===== config.mk =====
export PLATFORM = sky130hd
export DESIGN_NAME = iter_shifter
export DESIGN_NICKNAME = d
export VERILOG_FILES = /design/src/rtl/shift_pkg.sv /design/src/rtl/shift_step.sv /design/src/rtl/iter_shifter.sv
export SDC_FILE = /design/constraint.sdc
export NUM_CORES = 1
export LEC_CHECK = 0
export ABC_AREA = 1
export CORE_MARGIN = 2
export CORE_UTILIZATION = 55
export DETAILED_ROUTE_END_ITERATION = 7
export PLACE_DENSITY = 0.86
export SYNTH_ARGS = -nofsm -noshare
export SYNTH_HDL_FRONTEND = slang
export SYNTH_SLANG_ARGS = --single-unit

===== constraint.sdc =====
create_clock -name clk -period 2.8 [get_ports clk]
set_input_delay 0.42 -clock clk [delete_from_list [all_inputs] [get_ports clk]]
set_output_delay 0.42 -clock clk [all_outputs]
set_load 0.1 [all_outputs]

===== src/rtl/shift_pkg.sv =====
// rtl/shift_pkg.sv - shared op encodings, FSM states and stride selects for iter_shifter
package shift_pkg;

    localparam logic [1:0] OP_SRL = 2'b00;
    localparam logic [1:0] OP_SRA = 2'b01;
    localparam logic [1:0] OP_ROR = 2'b10;
    localparam logic [1:0] OP_ROL = 2'b11;

    typedef enum logic [1:0] {
        IDLE  = 2'd0,
        SHIFT = 2'd1,
        DONE  = 2'd2
    } state_t;

    localparam logic [1:0] STEP1 = 2'd0;
    localparam logic [1:0] STEP3 = 2'd1;
    localparam logic [1:0] STEP9 = 2'd2;

    // Largest stride that still fits in the remaining amount (base-3 digit retirement).
    function automatic logic [1:0] stride_sel(input logic [3:0] rem);
        if (rem >= 4'd9)      return STEP9;
        else if (rem >= 4'd3) return STEP3;
        else                  return STEP1;
    endfunction

    function automatic logic [3:0] stride_len(input logic [1:0] sel);
        case (sel)
            STEP9:   return 4'd9;
            STEP3:   return 4'd3;
            default: return 4'd1;
        endcase
    endfunction

endpackage


===== src/rtl/shift_step.sv =====
// rtl/shift_step.sv - combinational single-stride shift/rotate (1, 3 or 9 bits)
module shift_step
    import shift_pkg::*;
(
    input  logic [15:0] acc,
    input  logic [1:0]  op,
    input  logic [1:0]  sel,
    output logic [15:0] shifted
);

    always_comb begin
        shifted = acc;
        case (sel)
            STEP9: begin
                case (op)
                    OP_SRL:  shifted = {9'd0, acc[15:9]};
                    OP_SRA:  shifted = {{9{acc[15]}}, acc[15:9]};
                    OP_ROR:  shifted = {acc[8:0], acc[15:9]};
                    default: shifted = {acc[6:0], acc[15:7]};
                endcase
            end
            STEP3: begin
                case (op)
                    OP_SRL:  shifted = {3'd0, acc[15:3]};
                    OP_SRA:  shifted = {{3{acc[15]}}, acc[15:3]};
                    OP_ROR:  shifted = {acc[2:0], acc[15:3]};
                    default: shifted = {acc[12:0], acc[15:13]};
                endcase
            end
            default: begin
                case (op)
                    OP_SRL:  shifted = {1'b0, acc[15:1]};
                    OP_SRA:  shifted = {acc[15], acc[15:1]};
                    OP_ROR:  shifted = {acc[0], acc[15:1]};
                    default: shifted = {acc[14:0], acc[15]};
                endcase
            end
        endcase
    end

endmodule


===== src/rtl/iter_shifter.sv =====
// rtl/iter_shifter.sv - multi-cycle 16-bit SRL/SRA/ROR/ROL unit with start/done handshake
module iter_shifter
    import shift_pkg::*;
(
    input  logic        clk,
    input  logic        rst,
    input  logic        start,
    input  logic [1:0]  op,
    input  logic [3:0]  shamt,
    input  logic [15:0] value,
    output logic        busy,
    output logic        done,
    output logic [15:0] result
);

    state_t      r_state;
    state_t      w_next;
    logic [15:0] r_acc;
    logic [3:0]  r_rem;
    logic [1:0]  r_op;

    logic [1:0]  w_sel;
    logic [3:0]  w_rem_next;
    logic [15:0] w_shifted;
    logic        w_accept;

    assign w_sel      = stride_sel(r_rem);
    assign w_rem_next = r_rem - stride_len(w_sel);
    assign w_accept   = start && (r_state != SHIFT);

    shift_step u_step (
        .acc     (r_acc),
        .op      (r_op),
        .sel     (w_sel),
        .shifted (w_shifted)
    );

    always_comb begin
        w_next = r_state;
        case (r_state)
            SHIFT: begin
                if (w_rem_next == 4'd0) w_next = DONE;
            end
            default: begin
                if (start)                 w_next = (shamt != 4'd0) ? SHIFT : DONE;
                else if (r_state == DONE)  w_next = IDLE;
            end
        endcase
    end

    always_ff @(posedge clk) begin
        if (rst) begin
            r_state <= IDLE;
            r_acc   <= 16'd0;
            r_rem   <= 4'd0;
            r_op    <= 2'd0;
        end else begin
            r_state <= w_next;
            if (w_accept) begin
                r_acc <= value;
                r_rem <= shamt;
                r_op  <= op;
            end else if (r_state == SHIFT) begin
                r_acc <= w_shifted;
                r_rem <= w_rem_next;
            end
        end
    end

    assign busy   = (r_state == SHIFT);
    assign done   = (r_state == DONE);
    assign result = r_acc;

endmodule


==> impl_metrics.json <==
{
  "cts_setup_buffers": 0,
  "cp.arrival_ns": 2.35,
  "min_period_ns": 2.08,
  "yosysUniqueCellTypes": 31,
  "drcViolationCount": 0,
  "area_delta_synth_final_pct": 18.3,
  "cts_tree": "done",
  "final_common_cell": "nand2_1",
  "status": "completed",
  "crit_type": "flip-flop to flip-flop",
  "drt_iter0_markers": 272,
  "grt_pass1_vias": 2102,
  "leakage_nw": 1.09,
  "cts.path.max_buffers": 2,
  "dp_cells": 410,
  "layout-drive-gt1-share": 0.120,
  "worstSetupPathDepth": 11,
  "fin_nets": 397,
  "wl_mm": 5.73,
  "synth_top_area_frac": 0.243,
  "start_kind": "flip-flop",
  "hpwl_mm": 4.37,
  "slew_headroom": 0.679,
  "fin_tns_setup_ns": 0,
  "rsz0062_at_grt": "no",
  "busiest_layer": "met2",
  "place_ws_ns": 0.744,
  "worst_pin_slew_ns": 0.479,
  "final_cell_mix": "104 x nand2_1, 41 x inv_1, 41 x nand3_1",
  "instances_no_fill": 414,
  "post_cts_resized": 0,
  "max_stage_delay_ns": 0.44,
  "critPathSlowestCell": "fa_1",
  "worst_clock_skew_ns": 0.00249,
  "drv_slew": 0,
  "dieArea_um2": 4100,
  "ios": 43,
  "wire_per_inst_um": 13.8,
  "holdWs_ns": 0.495,
  "synth_area_leader_cell": "dfxtp_1",
  "cp_num_buf_inv": 1,
  "cts.sinks": 24,
  "synth_fp_nets": 363,
  "vias": 2289,
  "grt_use_met1": 0.398,
  "rows": 21,
  "netlist_top_cells_area": "dfxtp_1 24%, nand2_1 20%, nand3_1 10%",
  "vdd_drop_max_mv": 0.292,
  "crit_family": "simple AND/OR/NAND/NOR gates",
  "grtUsageTotal": 0.297,
  "gp_congestion": 0.964,
  "antenna_found_initial": 0,
  "num_antenna_cells": 0,
  "finalHoldViolations": 0,
  "fin_area_um2": 2340,
  "cpMostUsedCell": "nand2_1",
  "vias_per_cell": 5.53,
  "use_met3": 0.0563,
  "htreeDepth": 1,
  "worst-path-max-fanout": 13,
  "clk_pin_slew_ns": 0.14,
  "syn_inst": 335,
  "syn_avg_cell_area_um2": 5.91,
  "final-setup-viol-count": 0,
  "min_path_type": "flip-flop to flip-flop",
  "holdPathStages": 2,
  "portBuffers": 42,
  "clock_latency_ns": 0.32,
  "ctsHoldBuffers": 0,
  "dpl_cell_area_um2": 2310,
  "yosys_warnings": 0,
  "ant_nets": 0,
  "max_freq_mhz": 480,
  "cts-root-buf": "clkbuf_4",
  "crit_required_ns": 3.07,
  "die_y_um": 64.0,
  "overflow": 0,
  "core_um2": 3390,
  "fp.dieW_um": 64.0,
  "dr.pass1.iters": 5,
  "power_density_nw_per_um2": 506,
  "cts_buffers": 3,
  "worstRegToRegCells": 11,
  "worst_slack_ns": 0.718,
  "synth-seq-area-share": 0.243,
  "end_kind": "flip-flop",
  "grt_max_degree": 27,
  "start_util": 0.584,
  "grt_first_pass_wirelength_mm": 9.65,
  "cp_cell_sequence": "nor2_2 -> nand2_2 -> nand2_4 -> inv_2 -> fa_1 -> xor2_1 -> nor2_1 -> nand3_1 -> nand2_1 -> nand2_1 -> a21oi_1",
  "use_met2": 0.477,
  "syn-cell-area_um2": 1980,
  "ys_seq_elements": 24,
  "fin_crit_sh": 0.744,
  "drv_cap": 0
}
cell families (layout without fill, tap and decap cells):
group,Yosys count,after routing,share of synthesized area
DFF,24,24,0.243
buffers and inverters,62,95,0.152
and+or+nand+nor,178,178,0.394
xor gates and xnor gates,1,1,0.00442
AOI/OAI and AO/OA,67,67,0.184
adders and majority gates,3,3,0.0227
area by class of cell:
class                           instances  area, µm²
Inverter                               48        185
Timing Repair Buffer                   43        383
Fill cell                             331       1050
Clock buffer                            4       36.3
Tap cell                               46       57.6
Multi-Input combinational cell        249       1200
Sequential cell                        24        480
through the flow:
stage	power, mW	util
after global placement	0.989	0.680
after floorplan	0.879	-
after detailed placement	0.993	0.680
final	1.19	0.691
after CTS	1.19	0.691
after global routing	1.26	0.691
cells in the mapped netlist (all sizes together):
master and count:
nand3b 1, o211ai 5, o21ai 31, inv 48
nor2 20, a31oi 2, nand4 3, a21oi 27
or2 2, fa 1, o221ai 1, buf 11
ha 2, nand3 41, nand2 111, clkbuf 3
xor2 1, dfxtp 24, o2111ai 1
routing by layer:
layer  part of all wire  vias to the layer above
met1               0.45                     1009
met2               0.45                      115
li1                   -                     1147
met4              0.028                        0
met5                  0                        -
met3              0.075                       18
worst reg2reg max path, stage by stage (launching register included):
cell	delay, ns
dfxtp_1	0.40
nor2_2	0.13
nand2_2	0.19
nand2_4	0.13
inv_2	0.12
fa_1	0.44
xor2_1	0.18
nor2_1	0.11
nand3_1	0.10
nand2_1	0.07
nand2_1	0.06
a21oi_1	0.11
flip-flops by register name (all words and copies together) (netlist names):
| name | cells |
|---|---|
| r_rem | 4 |
| r_op | 2 |
| result | 16 |
| r_state | 2 |
power by group:
group | total, mW | internal (mW) | switching, mW
clock network | 0.193 | 0.0796 | 0.113
logic | 0.576 | 0.163 | 0.412
registers | 0.418 | 0.374 | 0.0435
worst paths after layout:
check / start / to / slack [ns]
setup / recovery: r_rem[3] / r_state[1] / 0.72
hold / removal: r_state[1] / r_state[1] / 0.50
setup reg to reg: r_rem[3] / r_state[1] / 0.72
hold reg to reg: r_state[1] / r_state[1] / 0.50
No activity file was read; power rests on OpenSTA's default activity.
